===== src/rtl/alu_seq_if.sv =====
// alu_seq_if: handshake and data bundle between the core and the sequential ALU.
//   Input side : IN_VALID/IN_READY handshake carrying OP, A_DATO, B_DATO.
//   Output side: OUT_VALID/OUT_READY handshake carrying RESUL, FLAGS ({Z,C,N,V}), ERR.
//   Flag state : STICKY (OR-accumulated FLAGS), FLAG_CLR (clears STICKY).
// Modports: master = core side (drives operands, consumes results), slave = ALU side.
interface alu_seq_if #(
  parameter int unsigned W = 8
);
  logic         IN_VALID;
  logic         IN_READY;
  logic [3:0]   OP;
  logic [W-1:0] A_DATO;
  logic [W-1:0] B_DATO;
  logic         OUT_VALID;
  logic         OUT_READY;
  logic [W-1:0] RESUL;
  logic [3:0]   FLAGS;
  logic [3:0]   STICKY;
  logic         FLAG_CLR;
  logic         ERR;

  modport master (
    output IN_VALID, OP, A_DATO, B_DATO, OUT_READY, FLAG_CLR,
    input  IN_READY, OUT_VALID, RESUL, FLAGS, STICKY, ERR
  );

  modport slave (
    input  IN_VALID, OP, A_DATO, B_DATO, OUT_READY, FLAG_CLR,
    output IN_READY, OUT_VALID, RESUL, FLAGS, STICKY, ERR
  );
endinterface


===== src/rtl/alu_seq.sv =====
// alu_seq: registered ALU with valid/ready handshakes. Logic/arith ops finish in one
// cycle; shifts step one bit per cycle; the optional shift-add multiplier takes W cycles.
// Flags {Z,C,N,V} are registered with each result and OR-accumulated into STICKY.
// Ports:
//   CLK   - clock, rising edge
//   RST_N - synchronous active-low reset
//   bus   - alu_seq_if.slave (operand handshake, result handshake, flags, FLAG_CLR, ERR)
// Build option: define ALU_MUL_EN to enable opcode 4'b1000 (MUL); otherwise it is illegal.
module alu_seq #(
  parameter int unsigned W = 8
) (
  input logic      CLK,
  input logic      RST_N,
  alu_seq_if.slave bus
);
  localparam int unsigned SHW = $clog2(W) + 1;
  localparam logic [W-1:0] WLim = W'(W);

  localparam logic [3:0] OpAdd = 4'b0000;
  localparam logic [3:0] OpSub = 4'b0001;
  localparam logic [3:0] OpShl = 4'b0010;
  localparam logic [3:0] OpShr = 4'b0011;
  localparam logic [3:0] OpNot = 4'b0100;
  localparam logic [3:0] OpAnd = 4'b0101;
  localparam logic [3:0] OpOr  = 4'b0110;
  localparam logic [3:0] OpXor = 4'b0111;
`ifdef ALU_MUL_EN
  localparam logic [3:0] OpMul = 4'b1000;
`endif

  typedef enum logic [1:0] {StIdle, StExec, StDone} state_e;

  state_e         state_q, state_d;
  logic [3:0]     op_q, op_d;
  logic [W-1:0]   work_q, work_d;    // shift working value, multiplicand for MUL
  logic [SHW-1:0] cnt_q, cnt_d;      // EXEC steps still to run
  logic           carry_q, carry_d;  // last bit shifted out
  logic [W-1:0]   res_q, res_d;
  logic [3:0]     flags_q, flags_d;
  logic [3:0]     sticky_q, sticky_d;
  logic           err_q, err_d;
  logic           in_ready_q, in_ready_d;
  logic           out_valid_q, out_valid_d;
`ifdef ALU_MUL_EN
  logic [2*W-1:0] prod_q, prod_d;    // {partial high, remaining multiplier bits}
  logic [W:0]     mul_sum;
`endif

  logic [W:0]     add_w, sub_w;
  logic           add_ovf, sub_ovf;
  logic [SHW-1:0] amt;
  logic           fin;
  logic [W-1:0]   fin_res;
  logic           fin_c, fin_v, fin_err;
  logic [3:0]     fin_flags;

  assign add_w   = {1'b0, bus.A_DATO} + {1'b0, bus.B_DATO};
  assign sub_w   = {1'b0, bus.A_DATO} - {1'b0, bus.B_DATO};
  assign add_ovf = (bus.A_DATO[W-1] == bus.B_DATO[W-1]) && (add_w[W-1] != bus.A_DATO[W-1]);
  assign sub_ovf = (bus.A_DATO[W-1] != bus.B_DATO[W-1]) && (sub_w[W-1] != bus.A_DATO[W-1]);
  // Shift amounts of W or more saturate at W: the result is then all zeros.
  assign amt     = (bus.B_DATO >= WLim) ? SHW'(W) : bus.B_DATO[SHW-1:0];
`ifdef ALU_MUL_EN
  assign mul_sum = {1'b0, prod_q[2*W-1:W]} + (prod_q[0] ? {1'b0, work_q} : '0);
`endif

  always_comb begin
    state_d     = state_q;
    op_d        = op_q;
    work_d      = work_q;
    cnt_d       = cnt_q;
    carry_d     = carry_q;
    res_d       = res_q;
    flags_d     = flags_q;
    sticky_d    = sticky_q;
    err_d       = err_q;
    in_ready_d  = in_ready_q;
    out_valid_d = out_valid_q;
`ifdef ALU_MUL_EN
    prod_d      = prod_q;
`endif
    fin         = 1'b0;
    fin_res     = '0;
    fin_c       = 1'b0;
    fin_v       = 1'b0;
    fin_err     = 1'b0;

    case (state_q)
      StIdle: begin
        if (bus.IN_VALID) begin
          op_d       = bus.OP;
          work_d     = bus.A_DATO;
          carry_d    = 1'b0;
          in_ready_d = 1'b0;
          fin        = 1'b1;
          case (bus.OP)
            OpAdd: begin
              fin_res = add_w[W-1:0];
              fin_c   = add_w[W];
              fin_v   = add_ovf;
            end
            OpSub: begin
              fin_res = sub_w[W-1:0];
              fin_c   = sub_w[W];
              fin_v   = sub_ovf;
            end
            OpShl, OpShr: begin
              if (amt != '0) begin
                fin     = 1'b0;
                cnt_d   = amt;
                state_d = StExec;
              end else begin
                fin_res = bus.A_DATO;
              end
            end
            OpNot: fin_res = ~bus.B_DATO;
            OpAnd: fin_res = bus.A_DATO & bus.B_DATO;
            OpOr:  fin_res = bus.A_DATO | bus.B_DATO;
            OpXor: fin_res = bus.A_DATO ^ bus.B_DATO;
`ifdef ALU_MUL_EN
            OpMul: begin
              fin     = 1'b0;
              cnt_d   = SHW'(W);
              prod_d  = {{W{1'b0}}, bus.B_DATO};
              state_d = StExec;
            end
`endif
            default: fin_err = 1'b1;
          endcase
        end
      end
      StExec: begin
        // One step per cycle; the step that empties the counter also enters DONE.
        cnt_d = cnt_q - SHW'(1);
        case (op_q)
          OpShl: begin
            carry_d = work_q[W-1];
            work_d  = {work_q[W-2:0], 1'b0};
            fin_res = work_d;
            fin_c   = carry_d;
          end
          OpShr: begin
            carry_d = work_q[0];
            work_d  = {1'b0, work_q[W-1:1]};
            fin_res = work_d;
            fin_c   = carry_d;
          end
`ifdef ALU_MUL_EN
          OpMul: begin
            prod_d  = {mul_sum, prod_q[W-1:1]};
            fin_res = prod_d[W-1:0];
            fin_c   = |prod_d[2*W-1:W];
            fin_v   = fin_c;
          end
`endif
          default: ;
        endcase
        fin = (cnt_q == SHW'(1));
      end
      StDone: begin
        if (bus.OUT_READY) begin
          state_d     = StIdle;
          out_valid_d = 1'b0;
          in_ready_d  = 1'b1;
        end
      end
      default: begin
        state_d     = StIdle;
        out_valid_d = 1'b0;
        in_ready_d  = 1'b1;
      end
    endcase

    fin_flags = {fin_res == '0, fin_c, fin_res[W-1], fin_v};
    if (fin) begin
      state_d     = StDone;
      out_valid_d = 1'b1;
      res_d       = fin_res;
      flags_d     = fin_flags;
      err_d       = fin_err;
      // A clear coinciding with DONE entry keeps the new flags.
      sticky_d    = (bus.FLAG_CLR ? 4'b0000 : sticky_q) | fin_flags;
    end else if (bus.FLAG_CLR) begin
      sticky_d = 4'b0000;
    end
  end

  always_ff @(posedge CLK) begin
    if (!RST_N) begin
      state_q     <= StIdle;
      op_q        <= 4'b0000;
      work_q      <= '0;
      cnt_q       <= '0;
      carry_q     <= 1'b0;
      res_q       <= '0;
      flags_q     <= 4'b0000;
      sticky_q    <= 4'b0000;
      err_q       <= 1'b0;
      in_ready_q  <= 1'b1;
      out_valid_q <= 1'b0;
`ifdef ALU_MUL_EN
      prod_q      <= '0;
`endif
    end else begin
      state_q     <= state_d;
      op_q        <= op_d;
      work_q      <= work_d;
      cnt_q       <= cnt_d;
      carry_q     <= carry_d;
      res_q       <= res_d;
      flags_q     <= flags_d;
      sticky_q    <= sticky_d;
      err_q       <= err_d;
      in_ready_q  <= in_ready_d;
      out_valid_q <= out_valid_d;
`ifdef ALU_MUL_EN
      prod_q      <= prod_d;
`endif
    end
  end

  assign bus.IN_READY  = in_ready_q;
  assign bus.OUT_VALID = out_valid_q;
  assign bus.RESUL     = res_q;
  assign bus.FLAGS     = flags_q;
  assign bus.STICKY    = sticky_q;
  assign bus.ERR       = err_q;
endmodule


===== src/flat_wrapper.sv =====
// flat-port wrapper written by rule: the top's interface ports become plain ports
module alu_seq_flat 
#(
  parameter int unsigned W = 8
)
  (CLK, RST_N, bus_IN_VALID, bus_OP, bus_A_DATO, bus_B_DATO, bus_OUT_READY, bus_FLAG_CLR, bus_IN_READY, bus_OUT_VALID, bus_RESUL, bus_FLAGS, bus_STICKY, bus_ERR);
  alu_seq_if #(.W(W)) bus_i ();
  input logic CLK;
  input logic RST_N;
  input wire logic [$bits(bus_i.IN_VALID)-1:0] bus_IN_VALID;
  input wire logic [$bits(bus_i.OP)-1:0] bus_OP;
  input wire logic [$bits(bus_i.A_DATO)-1:0] bus_A_DATO;
  input wire logic [$bits(bus_i.B_DATO)-1:0] bus_B_DATO;
  input wire logic [$bits(bus_i.OUT_READY)-1:0] bus_OUT_READY;
  input wire logic [$bits(bus_i.FLAG_CLR)-1:0] bus_FLAG_CLR;
  output wire logic [$bits(bus_i.IN_READY)-1:0] bus_IN_READY;
  output wire logic [$bits(bus_i.OUT_VALID)-1:0] bus_OUT_VALID;
  output wire logic [$bits(bus_i.RESUL)-1:0] bus_RESUL;
  output wire logic [$bits(bus_i.FLAGS)-1:0] bus_FLAGS;
  output wire logic [$bits(bus_i.STICKY)-1:0] bus_STICKY;
  output wire logic [$bits(bus_i.ERR)-1:0] bus_ERR;
  assign bus_i.IN_VALID = bus_IN_VALID;
  assign bus_i.OP = bus_OP;
  assign bus_i.A_DATO = bus_A_DATO;
  assign bus_i.B_DATO = bus_B_DATO;
  assign bus_i.OUT_READY = bus_OUT_READY;
  assign bus_i.FLAG_CLR = bus_FLAG_CLR;
  assign bus_IN_READY = bus_i.IN_READY;
  assign bus_OUT_VALID = bus_i.OUT_VALID;
  assign bus_RESUL = bus_i.RESUL;
  assign bus_FLAGS = bus_i.FLAGS;
  assign bus_STICKY = bus_i.STICKY;
  assign bus_ERR = bus_i.ERR;
  alu_seq #(.W(W)) u_core (.CLK(CLK), .RST_N(RST_N), .bus(bus_i));
endmodule

===== config.mk =====
export PLATFORM = sky130hd
export DESIGN_NAME = alu_seq_flat
export DESIGN_NICKNAME = d
export VERILOG_FILES = /design/src/rtl/alu_seq_if.sv /design/src/rtl/alu_seq.sv /design/src/flat_wrapper.sv
export SDC_FILE = /design/constraint.sdc
export NUM_CORES = 1
export LEC_CHECK = 0
export CAP_MARGIN = 10
export CELL_PAD_IN_SITES_DETAIL_PLACEMENT = 1
export CELL_PAD_IN_SITES_GLOBAL_PLACEMENT = 1
export CORE_ASPECT_RATIO = 1.5
export CORE_UTILIZATION = 37
export DETAILED_ROUTE_END_ITERATION = 8
export PLACE_DENSITY_LB_ADDON = 0.1
export SYNTH_ARGS = -nofsm -noshare
export SYNTH_HDL_FRONTEND = slang
export SYNTH_SLANG_ARGS = --single-unit

===== constraint.sdc =====
create_clock -name CLK -period 2.4 [get_ports CLK]
set_input_delay 0.24 -clock CLK [delete_from_list [all_inputs] [get_ports CLK]]
set_output_delay 0.24 -clock CLK [all_outputs]
set_load 0.005 [all_outputs]

==> metrics.md <==
| Metric | Value |
|---|---|
| RSZ-0062 raised after global routing | false |
| Sequential area share after synthesis | 22.7% |
| Final Hold Fails | 0 |
| Core ar. | 8360 um^2 |
| Asr flop ratio synth | 0% |
| Prevailing post-synth register cell | dfxtp_1 |
| Via-to-Cell Ratio | 5.50 |
| Non-filler cells, final | 645 |
| Detailed placement HPWL | 9.31 mm |
| Starting Density | 38.1% |
| Cells taking the most area after synthesis | dfxtp_1, ha_1, nor2_1 |
| Gr usage total | 27.4% |
| Slew @ Worst Pin | 681 ps |
| Via count | 3546 |
| Critical Path RT | 2620 ps |
| Mean Syn Cell Area | 7.67 um^2 |
| VDD IR max | 416 uV |
| Worst setup EP type | flop |
| Initial antenna violation count | 0 |
| IO Port Bufs | 43 |
| Pwr dens | 435 nW/um^2 |
| Post-route setup TNS | 0 ps |
| Die Width | 77.7 um |
| WP data arrival | 2540 ps |
| Placed insts | 632 |
| Hold path start | u_core.bus.FLAGS[0] |
| Hold slack | 445 ps |
| Die Area | 8980 um^2 |
| Yosys cell types | 61 |
| Setup crit start kind | input pin |
| Cell taking the most area after synthesis | dfxtp_1 |
| Overall power | 0.00207 W |
| Post-synth EDFFs | 0 |
| Layout area overhead | 49.9% |
| Max-Cap Viols | 0 |
| Clock period minus worst slack | 2320 ps |
| Status | finished clean |
| Final wirelength | 11.8 mm |
| Clock Sinks | 36 |
| Skew final | 6.57 ps |
| GRT overflow | 0 |
| Leakage power | 2.08 nW |
| Antenna-violating nets left | 0 |
| Syn. warnings | 0 |
| Critical Setup Path Class | input pin to flop |
| Hold Path Stages | 2 |
| Clock-pin slew on the worst setup and hold paths | 60 ps |
| Critical path fanouts, max | 4 |
| Post-synth top cells | nor2_1, dfxtp_1, nand2_1 |
| Final Core Density | 57.0% |
| Min-Delay Path Class | flop to flop |
| First-pass GRT wire length | 18.9 mm |
| Layout cells sized above 1 | 29.7% |
| Register-to-Register Path Depth | 7 |
| Cell Rows | 41 |
| CTS Buf Count | 5 |
| Ports | 44 |
| Residual DRC count | 0 |
| Clock Path Buffers | 2 |
| Max Clk Rate | 432 MHz |
| CTS tree | built |
| Initial drt markers | 180 |
| Slew HR | 54.5% |
| Clock network latency to the later pin of the worst-skew pair | 290 ps |
| Vias in the first global route | 3762 |
| Final Cycle Share | 96.5% |
| Largest net degree at the start of global routing | 21 |
| Final nets | 590 |
| GP Congestion | 0.928 |
| Htree depth | 2 |
| CP Launch Point | bus_A_DATO[5] |
| Synth top area share | 22.7% |
| Root Buffer | clkbuf_16 |
| R2r startpoint | u_core.state_q[0] |
| First-pass iteration count of the detailed router | 4 |
| Register bit count reported by yosys | 36 |
| Area of the mapped netlist | 3180 um^2 |
| Ant. Diodes | 0 |
| Cells after Synth | 415 |
| Final Setup Violations | 0 |
| Max-slew violations | 0 |
| Die height | 116 um |
| Routed WL per cell | 18.2 um |
| Most numerous cell in the Yosys netlist | nor2_1 |
| Syn Nets | 468 |
[kinds of logic (layout without fill, tap and decap cells)]
family | Yosys count | in the layout | synth area share (%)
xor+xnor | 7 | 7 | 1.93
compound gates | 116 | 116 | 24.3
buf+inv | 61 | 184 | 8.06
simple gates | 143 | 143 | 22.3
mux | 24 | 24 | 9.24
flops | 36 | 36 | 22.7
fa+ha+maj | 28 | 28 | 11.5
[metal layers]
metal | vias to the layer above | track usage, % | wire length, um
met1 | 1712 | 29.6 | 4660
met4 | 0 | 15.6 | 548
met3 | 34 | 2.20 | 189
met5 | - | 0 | 0
li1 | 1729 | - | -
met2 | 71 | 52.3 | 6350
[power by group]
group          internal (W)  switching (W)  leakage, nW
Sequential         0.000636      0.0000327        0.295
Clock              0.000383       0.000268       0.0736
Combinational      0.000387       0.000368         1.71
Total               0.00141       0.000669         2.08
[what timing repair did]
action	4_1_cts	5_1_grt
hold buffers	0	0
setup endpoints to repair	12	7
pin swaps	19	16
gates resized for setup	48	20
setup buffers	3	2
[sequential cells by signal, indices dropped and copies added (netlist names)]
signal / flops
u_core.bus.IN_READY: 1
u_core.bus.FLAGS: 4
u_core.work_q: 8
u_core.state_q: 2
u_core.op_q: 4
u_core.bus.ERR: 1
u_core.cnt_q: 4
u_core.bus.OUT_VALID: 1
u_core.bus.STICKY: 4
u_core.bus.RESUL: 7
[final cells by class]
class / instances / area, um^2
Fill cell: 1004 / 3590
Multi-Input combinational cell: 318 / 2420
Timing Repair Buffer: 144 / 1220
Sequential cell: 36 / 721
Tap cell: 107 / 134
Clock buffer: 5 / 125
Inverter: 32 / 120
Clock inverter: 3 / 18.8
[through the flow]
step	cell area (um^2)	setup WS (ps)
finish	4770	83.1
global route	4770	2.75
CTS	4680	7.97
detailed placement	4340	-654
global placement	4340	-523
floorplan	3180	165
[placed cells by master, fill, tap and decap left out, types with 4 or more instances in the layout]
cell	instances
buf_4	96
nor2_1	47
dfxtp_1	36
nand2_1	34
clkdlybuf4s50_1	32
inv_1	27
a21oi_1	25
a211oi_1	19
mux2i_1	17
ha_1	17
o21ai_0	10
nor3_1	8
nand3_1	8
nand2b_1	7
o22ai_1	7
a21oi_2	7
ha_4	7
a21o_1	6
dlymetal6s2s_1	6
inv_2	5
a31oi_1	5
xnor2_1	5
clkbuf_16	5
dlygate4sd2_1	5
nor2b_1	4
o21ai_1	4
mux4_2	4
buf_6	4
[worst max-delay path, stage by stage]
cell	delay (ps)
clkdlybuf4s50_1	480
inv_1	70
ha_4	260
buf_4	150
nor3_4	200
o21ai_4	90
and3_1	170
a2111o_1	370
a21oi_2	230
o2111ai_2	150
o21ai_1	150
[final timing paths]
check	to	slack [ps]
worst max-delay path	u_core.bus.FLAGS[3]	80
worst min-delay path	u_core.bus.FLAGS[0]	440
worst max register to register	u_core.bus.RESUL[0]	270
worst min register to register	u_core.bus.FLAGS[0]	440
No activity file was read; power rests on OpenSTA's default activity.
